<file path="src/rtl/control_unit_pkg.sv">
// control_unit_pkg: instruction, control-word and state encodings shared by the
// control unit, the datapath and benches.
package control_unit_pkg;
    localparam logic [3:0] FS_MOVA = 4'b0000, FS_INC = 4'b0001, FS_ADD = 4'b0010,
                           FS_SUB = 4'b0101, FS_DEC = 4'b0110, FS_AND = 4'b1000,
                           FS_OR = 4'b1001, FS_XOR = 4'b1010, FS_NOT = 4'b1011,
                           FS_MOVB = 4'b1100, FS_SHR = 4'b1101, FS_SHL = 4'b1110;
    typedef enum logic [2:0] {
        CLS_ALU = 3'b000, CLS_LD = 3'b001, CLS_ST = 3'b010, CLS_HLT = 3'b011,
        CLS_IMM = 3'b100, CLS_NOP = 3'b101, CLS_BR = 3'b110, CLS_JMP = 3'b111
    } cls_t;
    typedef enum logic [1:0] {S_FETCH, S_DECODE, S_EXEC, S_HALT} state_t;
    localparam int DA_POS = 13, AA_POS = 10, BA_POS = 7, MB_POS = 6,
                   FS_POS = 2, MD_POS = 1, RW_POS = 0;
    typedef struct packed {
        logic [2:0] da;
        logic [2:0] aa;
        logic [2:0] ba;
        logic       mb;
        logic [3:0] fs;
        logic       md;
        logic       rw;
    } ctrwrd_t;
    function automatic logic [15:0] sext6(input logic [5:0] v);
        return {{10{v[5]}}, v};
    endfunction
endpackage

</file>
<file path="src/rtl/control_decode.sv">
// control_decode: combinational IR to control-word decode plus branch/jump/halt
// qualifiers for the sequencer.
module control_decode
    import control_unit_pkg::*;
(
    input  logic [15:0] ir,
    output ctrwrd_t     cw,
    output logic [15:0] cin,
    output logic        mw,
    output logic        halt,
    output logic        brz,
    output logic        brn,
    output logic        jmp
);
    cls_t       cls;
    logic [3:0] fs;
    logic [2:0] dr, sa, sb;
    assign cls = cls_t'(ir[15:13]);
    assign {fs, dr, sa, sb} = ir[12:0];
    always_comb begin
        cw   = '0;
        cin  = '0;
        mw   = 1'b0;
        halt = 1'b0;
        brz  = 1'b0;
        brn  = 1'b0;
        jmp  = 1'b0;
        case (cls)
            CLS_ALU, CLS_IMM: begin
                cw.da = dr;
                cw.aa = sa;
                cw.ba = sb;
                cw.mb = cls == CLS_IMM;
                cw.fs = fs;
                cw.rw = 1'b1;
                cin   = cls == CLS_IMM ? {13'd0, sb} : 16'd0;
            end
            CLS_LD: begin
                cw.da = dr;
                cw.aa = sa;
                cw.md = 1'b1;
                cw.rw = 1'b1;
            end
            CLS_ST: begin
                cw.aa = sa;
                cw.ba = sb;
                mw    = 1'b1;
            end
            CLS_BR: begin
                brz   = fs == FS_MOVA;
                brn   = fs == FS_INC;
                cw.aa = (fs == FS_MOVA || fs == FS_INC) ? sa : 3'd0;
            end
            CLS_JMP: begin
                cw.aa = sa;
                jmp   = 1'b1;
            end
            CLS_HLT: halt = 1'b1;
            default: ;
        endcase
    end
endmodule

</file>
<file path="src/rtl/control_unit.sv">
// control_unit: FETCH/DECODE/EXEC/HALT sequencer holding PC, IR and state;
// all outputs are registered and non-zero only in their owning state.
module control_unit
    import control_unit_pkg::*;
(
    input  logic        CLK,
    input  logic        RESET,
    input  logic [15:0] Instr,
    input  logic        IACK,
    output logic        IREQ,
    output logic [15:0] Iaddr,
    input  logic [15:0] Adrin,
    input  logic        V,
    input  logic        C,
    input  logic        N,
    input  logic        Z,
    output logic [15:0] CTRWRD,
    output logic [15:0] Cin,
    output logic        MW,
    output logic        HALTED
);
    state_t      state;
    logic [15:0] pc, ir, cin;
    ctrwrd_t     cw;
    logic        mw, halt, brz, brn, jmp;
    logic        unused_flags;
    assign unused_flags = V ^ C;
    assign Iaddr = pc;
    control_decode decode (
        .ir(ir), .cw(cw), .cin(cin), .mw(mw),
        .halt(halt), .brz(brz), .brn(brn), .jmp(jmp)
    );
    // IREQ comes up one cycle after reset release, so a fetch is only accepted once requested
    always_ff @(posedge CLK) begin
        if (RESET) begin
            state  <= S_FETCH;
            pc     <= '0;
            ir     <= '0;
            IREQ   <= 1'b0;
            CTRWRD <= '0;
            Cin    <= '0;
            MW     <= 1'b0;
            HALTED <= 1'b0;
        end else begin
            case (state)
                S_FETCH: begin
                    if (IREQ && IACK) begin
                        ir    <= Instr;
                        pc    <= pc + 16'd1;
                        IREQ  <= 1'b0;
                        state <= S_DECODE;
                    end else begin
                        IREQ <= 1'b1;
                    end
                end
                S_DECODE: begin
                    if (halt) begin
                        state  <= S_HALT;
                        HALTED <= 1'b1;
                    end else begin
                        state  <= S_EXEC;
                        CTRWRD <= cw;
                        Cin    <= cin;
                        MW     <= mw;
                    end
                end
                S_EXEC: begin
                    state  <= S_FETCH;
                    IREQ   <= 1'b1;
                    CTRWRD <= '0;
                    Cin    <= '0;
                    MW     <= 1'b0;
                    if (jmp)
                        pc <= Adrin;
                    else if ((brz && Z) || (brn && N))
                        pc <= pc + sext6({ir[8:6], ir[2:0]});
                end
                S_HALT: ;
            endcase
        end
    end
endmodule

</file>
<file path="config.mk">
export PLATFORM = sky130hd
export DESIGN_NAME = control_unit
export DESIGN_NICKNAME = d
export VERILOG_FILES = /design/src/rtl/control_unit_pkg.sv /design/src/rtl/control_decode.sv /design/src/rtl/control_unit.sv
export SDC_FILE = /design/constraint.sdc
export NUM_CORES = 1
export LEC_CHECK = 0
export BUFFER_PORTS_ARGS = -buffer_cell sky130_fd_sc_hd__buf_2
export CAP_MARGIN = 20
export CORE_ASPECT_RATIO = 0.8
export CORE_MARGIN = 4
export CORE_UTILIZATION = 50
export CTS_CLUSTER_SIZE = 25
export DETAILED_ROUTE_END_ITERATION = 8
export PLACE_DENSITY_LB_ADDON = 0.12
export SLEW_MARGIN = 30
export SYNTH_ARGS = -nofsm -noshare
export SYNTH_HDL_FRONTEND = slang
export SYNTH_SLANG_ARGS = --single-unit
</file>
<file path="constraint.sdc">
create_clock -name CLK -period 5.1 [get_ports CLK]
set_input_delay 1.02 -clock CLK [delete_from_list [all_inputs] [get_ports CLK]]
set_output_delay 1.02 -clock CLK [all_outputs]
set_load 0.02 [all_outputs]
</file>
Yosys cells after proc, flatten, opt, wreduce, memory -nomap -nowiden
Cells that the tools add are included.

Add/subtract/negate cells: 2. Equal/unequal tests: 12. Muxes and demuxes: 29. Reductions and logical operators: 20.

Operators by type and width (number): $mux 16 (6); $pmux 16 s2 (3); $add 16x1->16 const B (1); $add 16x16->16 (1); $mux 3 (4); $mux 1 (10); $eq 3x3->1 const B (3); $reduce_and 2->1 (4); $eq 3x2->1 const B (2); $pmux 2 s3 (1); $pmux 3 s2 (1); $reduce_or 3->1 (2); $mux 5 (1); $reduce_or 5->1 (1); $eq 4x1->1 const B (1); $logic_not 4->1 (1); $ne 2x2->1 const B (2); $pmux 1 s2 (2); $reduce_bool 2->1 (2); $eq 3x1->1 const B (1); $logic_and 1x1->1 (3); $logic_not 3->1 (1); $ne 3x2->1 const B (1); $reduce_and 3->1 (1); 7 further kinds (8).

Register bits: 69. Bits of input ports: 39. Output and inout port bits: 51. Logic and storage cells: 71.

Depth between registers and ports, before layout
Gate-level depths: netlist of run 1.

Word-level depth: 7. Depth in mapped cells: 10. Mapped depth without buffers: 9.

Modules after synthesis
From an unflattened synthesis of run 1, not the netlist that was laid out.

Cells, all modules: 568. Area, all modules: 4421.7 sq um.

Modules (own cells, without submodules): control_unit (instances 1, cells each 520, area an instance 4077.7 sq um, seq. area each 1381.3 sq um); control_decode (instances 1, cells each 48, area an instance 344.1 sq um, seq. area each 0.0 sq um).

Worst setup path after synthesis of run 1
Ideal clock, no wire load.

Path kind: flip-flop to flip-flop. Start point: register pc[0], in the netlist Iaddr[0]. End point: register pc[14], in the netlist Iaddr[14]. Library setup time: 87 ps. Data arrival time: 2357 ps. Required time: 5013 ps. Setup slack: 2656 ps. Stages on the path, launching flop included: 10. Path buffers: 0. Clock period less this slack: 2444 ps. Cell sequence: dfxtp_1 > ha_1 > fa_1 > a211oi_1 > o21bai_1 > a221o_1 > a21boi_0 > xnor2_1 > nor2_1 > o31ai_1.

Word-level cells in the longest chain between the ends: 4. Elaborated cells on any way between the ends: 6. Classes of those cells: add/sub: 2; mux: 4.

RTL lines: start, declared (line control_unit.sv:23) `logic [15:0] pc, ir, cin;`; start signal, assigned (line control_unit.sv:49) `pc <= pc + 16'd1;`; start signal, assigned (line control_unit.sv:74) `pc <= Adrin;`; start signal, assigned (line control_unit.sv:76) `pc <= pc + sext6({ir[8:6], ir[2:0]});`; $add 16x16->16 (line control_unit.sv:76); $mux 16 (line control_unit.sv:75) `else if ((brz && Z) || (brn && N))`; $mux 16 (line control_unit.sv:73) `if (jmp)`; $pmux 16 s2 * (line control_unit.sv:45) `case (state)`.

Every way passes the cells marked *; elsewhere a longest branch is shown, timed or not. The select of a mux whose other input is x is not followed. A chain may end at the register's enable or synchronous reset.

Worst setup path after layout of run 1
Start point: register state[0]. End point: register pc[13], in the netlist Iaddr[13].

Word-level cells in the longest chain between the ends: 3. Elaborated cells on any way between the ends: 7. Classes of those cells: eq/ne: 3; mux: 1; reduce/logical: 3.

RTL lines: start, declared (line control_unit.sv:22) `state_t state;`; start signal, assigned (line control_unit.sv:36) `state <= S_FETCH;`; start signal, assigned (line control_unit.sv:51) `state <= S_DECODE;`; start signal, assigned (line control_unit.sv:58) `state <= S_HALT;`; $eq 2x2->1 / $logic_not 2->1 (equally long branches) (line control_unit.sv:45); $ne 3x2->1 (no source line), or another cell as far along; $reduce_and 3->1 (no source line).

Parallel ways exist; a longest one is shown, timed or not.

==> results of run 1 <==
## critical path, cell delays in order (launching register included)
cell      delay (ns)
dfxtp_1         0.34
inv_1           0.08
ha_1            0.28
buf_4           0.38
clkinv_1        0.38
nor2_1          0.36
o22ai_4         0.22
nor2_1          0.42
o21a_1          0.20
o21ai_0         0.08
o211ai_1        0.19
## routing by layer
metal	wire, um	GRT usage, %
met2	4120	32.2
met1	4970	36.2
met5	0	0
met4	87	5.13
met3	587	3.44
## through the flow
stage / instance area [sq um] / power, uW
finish: 3940 / 914
global route: 3940 / 966
CTS: 3940 / 919
detailed placement: 3850 / 676
global placement: 3850 / 671
floorplan: 3570 / 626
## layout make-up
cell class              count  area [sq um]  area share, %
clock buffers               6          72.6           1.84
multi-input cells         369          2200           55.8
inverters                   8          30.0          0.762
repair buffers             77           393           9.97
flip-flops and latches     56          1120           28.4
well taps                  87           109           2.76
clock inverters             2          16.3          0.413
## synthesized netlist by cell type (all sizes together) (6+ instances only)
library cell	number
nor4	6
nand2	65
nor2	54
xnor2	8
a21oi	56
o21ai	26
ha	19
a22oi	15
and3	7
nand3	10
nor3	13
a211oi	6
dfxtp	56
clkbuf	16
buf	21
inv	7
## sequential cells by signal, summed over array words and instances (netlist names)
signal	count
CTRWRD	16
state	2
Iaddr	16
HALTED	1
IREQ	1
ir	16
MW	1
Cin	3
## where the power goes
group	switching (uW)	leakage [uW]	internal [uW]
clock	148	0.0000414	98.1
sequential	23.7	0.000453	455
combinational	128	0.00116	60.9
## cell families (layout without fill, tap and decap cells)
logic type                 Yosys count  count (layout)
AOI/OAI and AO/OA                  150             150
xor gates and xnor gates            13              13
buffers and inverters               45              93
other                                1              13
DFF                                 56              56
and+or+nand+nor                    171             171
muxes                                2               2
adders and majority gates           20              20
## how the worst max path moves through the flow
| stage | slack, ns | cells past startpoint | startpoint | end |
|---|---|---|---|---|
| after floorplan | 2.66 | 9 | Iaddr[0]$_SDFFE_PP0P_ | Iaddr[14]$_SDFFE_PP0P_ |
| after detailed placement | 2.05 | 7 | IACK | Iaddr[13]$_SDFFE_PP0P_ |
| after global placement | 2.07 | 7 | IACK | Iaddr[13]$_SDFFE_PP0P_ |
| after global routing | 1.93 | 10 | state[0]$_SDFFE_PP0P_ | Iaddr[13]$_SDFFE_PP0P_ |
| final | 2.10 | 10 | state[0]$_SDFFE_PP0P_ | Iaddr[13]$_SDFFE_PP0P_ |
| after CTS | 2.17 | 10 | state[0]$_SDFFE_PP0P_ | Iaddr[13]$_SDFFE_PP0P_ |
==> impl_metrics.csv, run 1 <==
group,metric,value,unit
logic_synthesis,synth_top_area_cell,"dfxtp_1",
timing,finalCritPeriodShare,58.9,%
timing,holdWs,0.450,ns
placed_design,dp.cells,597,
timing,setup_violations,0,
cts,cts_tree,"yes",
hold_path,hp-start,"HALTED$_SDFFE_PP0P_",
timing,hold_viol_final,0,
setup_path,r2r_slack,2.10,ns
logic_synthesis,syn_area,3520,sq um
final_layout,antenna_cells,0,
drt,drtPass1Iterations,4,
placed_design,gp_congestion,0.871,
cts,cts_setup_buffers,0,
final_layout,fin_util,57.5,%
logic_synthesis,postSynth.asyncResetShare,0,%
cts,root_buffer,"clkbuf_8",
placed_design,port_buffers,74,
logic_synthesis,synthTopCellsByArea,"dfxtp_1 (32%), a21oi_1 (8.0%), nand2_1 (6.8%)",
setup_path,r2r-end,"Iaddr[13]$_SDFFE_PP0P_",
floorplan,row_count,27,
timing,rsz0062_at_grt,"no",
final_layout,area_growth,11.9,%
logic_synthesis,yosys.area_share.adder,7.32,%
logic_synthesis,yosys.cell_types.count,59,
logic_synthesis,synth-seq-area-share,31.8,%
setup_path,end_kind,"register",
final_layout,fillers,692,
cts,cts_buffers,5,
setup_path,crit_required,5.34,ns
setup_path,cp-start-kind,"register",
hold_path,whs_endpoint,"HALTED$_SDFFE_PP0P_",
logic_synthesis,synth-edff-count,0,
hold_path,whs_path_depth,2,
logic_synthesis,ys.flop_type,"dfxtp_1",
floorplan,ioPinCount,90,
setup_path,reg2reg_depth,10,
drt,ant_nets,0,
setup_path,path_class,"reg -> reg",
final_layout,layout-drive-gt1-share,18.0,%
drt,drtIter0Drc,218,
logic_synthesis,avgSynthCellArea,7.69,sq um
logic_synthesis,synth_top_cell_area_share,31.8,%
hold_path,hp-class,"reg -> reg",
cts,clockBufferDepth,2,
pwr,p_leak,0.00165,uW
pwr,ir_drop,0.138,mV
floorplan,core_area,6860,sq um
drt,drc_errors,0,
drt,viasPerCell,5.84,
timing,worst_clock_skew,0.00411,ns
job,maxCapViolCount,0,
logic_synthesis,yosys.area_share.simple,22.7,%
global_route,gr-total-overflow,0,
timing,tns,0,ns
final_layout,layout_commonest_cell,"buf_2",
pwr,powerDensity,232,nW/um^2
status,outcome,"complete, no violations",
global_route,grt_util_all_layers,22.8,%
floorplan,die_y,83.1,um
final_layout,final_cells,605,
cts,insertion_delay,0.31,ns
setup_path,reg2reg_from,"state[0]$_SDFFE_PP0P_",
cts,htreeDepth,2,
logic_synthesis,ys_warn_count,0,
placed_design,dp_slack,2.05,ns
setup_path,worstPathArrival,3.24,ns
timing,fmax,333,MHz
logic_synthesis,syn_inst,458,
drt,wl_per_cell,16.1,um
floorplan,initial_utilization,51.4,%
logic_synthesis,synthXorXnorAreaFrac,3.23,%
cts,cts_resized,0,
setup_path,worstPathMaxFanout,36,
timing,tightest_slew,0.915,ns
timing,finalCriticalPeriod,3.00,ns
final_layout,layout_common_cells,"buf_2 (74), nand2_1 (64), dfxtp_1 (56), a21oi_1 (56), nor2_1 (54)",
logic_synthesis,synth_compound_area_share,27.2,%
cts,clkSinkCount,56,
logic_synthesis,synth-seq-cells,56,
logic_synthesis,synthMuxAreaShare,0.604,%
cts,path_clk_slew,0.10,ns
cts,cts_hold_buf,0,
timing,relSlewSlack,38.8,%
drt,num_vias,3531,
floorplan,die_width,102,um
floorplan,dieArea,8460,sq um
timing,drv_slew,0,
global_route,grt_pass1_wl,15.8,mm
drt,totalWireLength,9.77,mm
timing,final.setup.worst_slack,2.10,ns
logic_synthesis,synth_top_family_by_area,"compound AO/OA/AOI/OAI gates",
placed_design,dp_hpwl,7.07,mm
global_route,grt_pass1_vias,3198,
global_route,grt_start_max_net_pins,58,
final_layout,finalNetCount,576,
global_route,antenna_found_initial,0,
Note: power is estimated with default switching activity, not from simulation.
==> run 2: changes to the inputs <==
==> constraint.sdc (replaced) <==
create_clock -name CLK -period 2.92 [get_ports CLK]
set_input_delay 0.584 -clock CLK [delete_from_list [all_inputs] [get_ports CLK]]
set_output_delay 0.584 -clock CLK [all_outputs]
set_load 0.02 [all_outputs]
==> impl_metrics.csv, run 2 (synthesized netlist as in run 1, its figures left out) <==
group,metric,value,unit
cts,path_clk_slew,0.10,ns
timing,worst_clock_skew,0.00988,ns
setup_path,worstPathMaxFanout,8,
floorplan,row_count,27,
final_layout,area_growth,14.3,%
drt,drtPass1Iterations,5,
setup_path,crit_required,3.16,ns
final_layout,fillers,679,
final_layout,multi_input_area,2200,sq um
timing,hold_viol_final,0,
timing,relSlewSlack,55.0,%
setup_path,cp-start-kind,"register",
global_route,grt_util_all_layers,23.2,%
final_layout,layout_common_cells,"buf_2 (74), nand2_1 (64), dfxtp_1 (56), a21oi_1 (56), nor2_1 (54)",
placed_design,port_buffers,74,
hold_path,hp-class,"reg -> reg",
placed_design,dp_hpwl,7.53,mm
final_layout,final_cells,616,
floorplan,dieArea,8460,sq um
cts,clockBufferDepth,2,
setup_path,end_kind,"register",
timing,final.setup.worst_slack,0.208,ns
global_route,grt_pass1_wl,16.0,mm
final_layout,finalNetCount,587,
timing,fmax,369,MHz
setup_path,path_class,"reg -> reg",
timing,finalCriticalPeriod,2.71,ns
drt,ant_nets,0,
floorplan,core_area,6860,sq um
cts,cts_buffers,5,
cts,cts_setup_buffers,0,
drt,wl_per_cell,16.3,um
timing,finalCritPeriodShare,92.9,%
global_route,grt_pass1_vias,3192,
placed_design,dp.cells,608,
floorplan,die_y,83.1,um
timing,tns,0,ns
pwr,powerDensity,405,nW/um^2
placed_design,dp_slack,0.254,ns
drt,viasPerCell,5.74,
pwr,p_total,1630,uW
final_layout,layout_commonest_cell,"buf_2",
drt,drc_errors,0,
drt,num_vias,3537,
final_layout,antenna_cells,0,
status,outcome,"complete, no violations",
timing,setup_violations,0,
cts,htreeDepth,2,
final_layout,regArea,1120,sq um
floorplan,ioPinCount,90,
cts,cts_resized,0,
placed_design,gp_congestion,0.841,
cts,root_buffer,"clkbuf_8",
global_route,grt_start_max_net_pins,45,
timing,tightest_slew,0.673,ns
setup_path,worstPathArrival,2.95,ns
drt,totalWireLength,10.0,mm
job,maxCapViolCount,0,
timing,drv_slew,0,
cts,cts_tree,"yes",
final_layout,layout-drive-gt1-share,19.8,%
cts,insertion_delay,0.32,ns
floorplan,die_width,102,um
floorplan,initial_utilization,51.4,%
cts,clkSinkCount,56,
timing,rsz0062_at_grt,"no",
drt,drtIter0Drc,239,
global_route,antenna_found_initial,0,
pwr,p_leak,0.00171,uW
pwr,ir_drop,0.226,mV
cts,cts_hold_buf,0,
global_route,gr-total-overflow,0,
==> run 2: changes by cell type in the layout (fill, tap and decap cells not counted), sizes merged <==
cell	before	now
inv	7	8
clkinv	2	3
buf	77	88
clkbuf	6	5
clkinvlp	1	0
==> run 2: power breakdown <==
group	total, uW	internal, uW	switching [uW]
Sequential	832	796	36.3
Clock	448	173	275
Combinational	352	118	234
==> run 2: per-layer routing <==
layer	vias up	global-route usage [%]	wire (um)
met5	-	0	0
met4	0	2.38	19
met3	4	5.46	742
met2	122	33.6	4230
met1	1638	36.1	5030
li1	1773	-	-
==> run 2: path summary, 6_finish.rpt <==
kind | from | end | slack, ns | depth (start not counted)
worst max-delay path | Iaddr[0]$_SDFFE_PP0P_ | Iaddr[14]$_SDFFE_PP0P_ | 0.21 | 9
worst max register to register | Iaddr[0]$_SDFFE_PP0P_ | Iaddr[14]$_SDFFE_PP0P_ | 0.21 | 9
worst min register to register | HALTED$_SDFFE_PP0P_ | HALTED$_SDFFE_PP0P_ | 0.46 | 2
worst min-delay path | HALTED$_SDFFE_PP0P_ | HALTED$_SDFFE_PP0P_ | 0.46 | 2
==> run 2: cell type report <==
cell class                      count  share of cell area, %
Clock buffer                        5                   1.71
Clock inverter                      3                  0.559
Inverter                            8                  0.746
Multi-Input combinational cell    369                   54.6
Sequential cell                    56                   27.8
Tap cell                           87                   2.70
Timing Repair Buffer               88                   11.8
==> run 2: through the flow <==
stage	hold slack [ns]	instance area, sq um	util [%]
after CTS	0.470	4030	58.7
after detailed placement	0.455	3940	57.4
after floorplan	0.436	3570	-
final	0.463	4030	58.7
after global placement	0.433	3940	57.4
after global routing	0.490	4030	58.7
==> run 2: critical path: stages, from the launching register on <==
cell and delay (ns):
dfxtp_1 0.40, ha_1 0.27, fa_1 0.43, a211oi_1 0.28, o21bai_1 0.18, a221o_1 0.43
a21boi_0 0.26, xnor2_1 0.15, nor2_1 0.06, o31ai_1 0.18
==> run 3: changes to the inputs <==
--- a/config.mk
+++ b/config.mk
@@ -9,7 +9,7 @@
 export CAP_MARGIN = 20
 export CORE_ASPECT_RATIO = 0.8
 export CORE_MARGIN = 4
-export CORE_UTILIZATION = 50
+export CORE_UTILIZATION = 54
 export CTS_CLUSTER_SIZE = 25
 export DETAILED_ROUTE_END_ITERATION = 8
 export PLACE_DENSITY_LB_ADDON = 0.12
==> impl_metrics.csv, run 3 (synthesized netlist as in run 1, its figures left out) <==
group,metric,value,unit
status,outcome,"complete, no violations",
timing,tns,0,ns
pwr,p_sw_share,32.8,%
pwr,internal-power,1090,uW
floorplan,core_area,6340,sq um
setup_path,r2r_slack,0.23,ns
hold_path,hp-start,"HALTED$_SDFFE_PP0P_",
timing,relSlewSlack,54.8,%
timing,finalCriticalPeriod,2.69,ns
drt,num_vias,3566,
global_route,grt_pass1_wl,15.4,mm
timing,worst_clock_skew,0.00735,ns
floorplan,dieArea,7890,sq um
global_route,grt_util_all_layers,23.9,%
pwr,clockPowerShare,27.1,%
drt,ant_nets,0,
drt,wl_met2,4.15,mm
drt,m1WireLength,4.59,mm
floorplan,row_count,26,
cts,cts_hold_buf,0,
floorplan,die_y,80.2,um
final_layout,fillers,611,
drt,drc_errors,0,
setup_path,r2r-end,"Iaddr[14]$_SDFFE_PP0P_",
hold_path,whs_endpoint,"HALTED$_SDFFE_PP0P_",
cts,root_buffer,"clkbuf_8",
final_layout,antenna_cells,0,
placed_design,dp_hpwl,7.23,mm
pwr,seq_power_share,51.6,%
final_layout,fin_util,63.1,%
drt,totalWireLength,9.58,mm
timing,drv_slew,0,
timing,finalCritPeriodShare,92.1,%
setup_path,worstPathMaxFanout,8,
cts,htreeDepth,2,
global_route,grt_start_max_net_pins,45,
setup_path,crit_required,3.14,ns
pwr,powerDensity,404,nW/um^2
final_layout,multi_input_area,2200,sq um
pwr,p_comb_share,21.3,%
final_layout,layout_common_cells,"buf_2 (74), nand2_1 (64), dfxtp_1 (56), a21oi_1 (56), nor2_1 (54)",
timing,setup_violations,0,
global_route,grt_pass1_vias,3149,
cts,cts_buffers,5,
floorplan,die_width,98.3,um
drt,wl_met3,747,um
timing,rsz0062_at_grt,"no",
placed_design,gp_congestion,0.813,
job,maxCapViolCount,0,
pwr,p_switching,529,uW
drt,drtPass1Iterations,5,
final_layout,layout-drive-gt1-share,19.4,%
cts,clkSinkCount,56,
drt,drtIter0Drc,230,
final_layout,area_growth,13.6,%
placed_design,port_buffers,74,
floorplan,ioPinCount,90,
pwr,p_leak,0.00170,uW
pwr,ir_drop,0.220,mV
timing,fmax,372,MHz
setup_path,worstPathArrival,2.91,ns
setup_path,end_kind,"register",
drt,viasPerCell,5.85,
hold_path,whs_path_depth,2,
final_layout,finalNetCount,584,
setup_path,path_class,"reg -> reg",
setup_path,cp-start-kind,"register",
cts,path_clk_slew,0.10,ns
setup_path,reg2reg_depth,9,
hold_path,hp-class,"reg -> reg",
cts,clockBufferDepth,2,
floorplan,initial_utilization,55.5,%
final_layout,regArea,1120,sq um
timing,tightest_slew,0.660,ns
cts,cts_setup_buffers,0,
global_route,antenna_found_initial,0,
cts,cts_resized,0,
cts,insertion_delay,0.31,ns
final_layout,layout_commonest_cell,"buf_2",
cts,cts_tree,"yes",
timing,hold_viol_final,0,
global_route,gr-total-overflow,0,
drt,top_layer,"met4",
drt,wl_per_cell,15.7,um
setup_path,reg2reg_from,"Iaddr[0]$_SDFFE_PP0P_",
## run 3: cell count changes in the layout (fill, tap and decap cells not counted), sizes merged
cell / previous run / this run
buf: 88 / 85
## run 3: area by class of cell
type	instances	area share (%)
Multi-Input combinational cell	369	55.0
Inverter	8	0.751
Tap cell	84	2.63
Clock inverter	3	0.563
Sequential cell	56	28.0
Clock buffer	5	1.72
Timing Repair Buffer	85	11.3
## run 3: layer usage
layer  track usage, %  vias to the layer above
met4             3.68                        0
li1                 -                     1778
met5                0                        -
met2             36.1                      139
met1             35.9                     1641
met3             4.34                        8
## run 3: power groups by stage
stage | clock network (uW) | logic [uW] | registers (uW)
after floorplan | 0 | 238 | 854
after global placement | 0 | 335 | 848
after detailed placement | 0 | 342 | 851
after CTS | 443 | 342 | 833
after global routing | 472 | 381 | 839
final | 438 | 344 | 833
## run 3: worst max-delay path by stage
stage,from,to,cells past startpoint
finish,Iaddr[0]$_SDFFE_PP0P_,Iaddr[14]$_SDFFE_PP0P_,9
global route,Iaddr[0]$_SDFFE_PP0P_,Iaddr[12]$_SDFFE_PP0P_,9
CTS,Iaddr[0]$_SDFFE_PP0P_,Iaddr[14]$_SDFFE_PP0P_,9
detailed placement,Iaddr[0]$_SDFFE_PP0P_,Iaddr[14]$_SDFFE_PP0P_,9
global placement,Iaddr[0]$_SDFFE_PP0P_,Iaddr[14]$_SDFFE_PP0P_,9
floorplan,Iaddr[0]$_SDFFE_PP0P_,Iaddr[14]$_SDFFE_PP0P_,9
## run 3: metrics by stage
| stage | instances | area, sq um | setup WS [ns] | total power [uW] | hold WS (ns) |
|---|---|---|---|---|---|
| final | 610 | 4000 | 0.231 | 1610 | 0.449 |
| after global routing | 610 | 4000 | 0.0917 | 1690 | 0.490 |
| after CTS | 610 | 4000 | 0.240 | 1620 | 0.453 |
| after floorplan | 470 | 3570 | 0.476 | 1090 | 0.436 |
| after detailed placement | 602 | 3910 | 0.260 | 1190 | 0.439 |
| after global placement | 602 | 3910 | 0.312 | 1180 | 0.432 |
## run 3: critical path: stages (launching register included)
cell	delay (ns)
dfxtp_1	0.40
ha_1	0.26
fa_1	0.45
a211oi_1	0.26
o21bai_1	0.17
a221o_1	0.43
a21boi_0	0.25
xnor2_1	0.14
nor2_1	0.05
o31ai_1	0.19
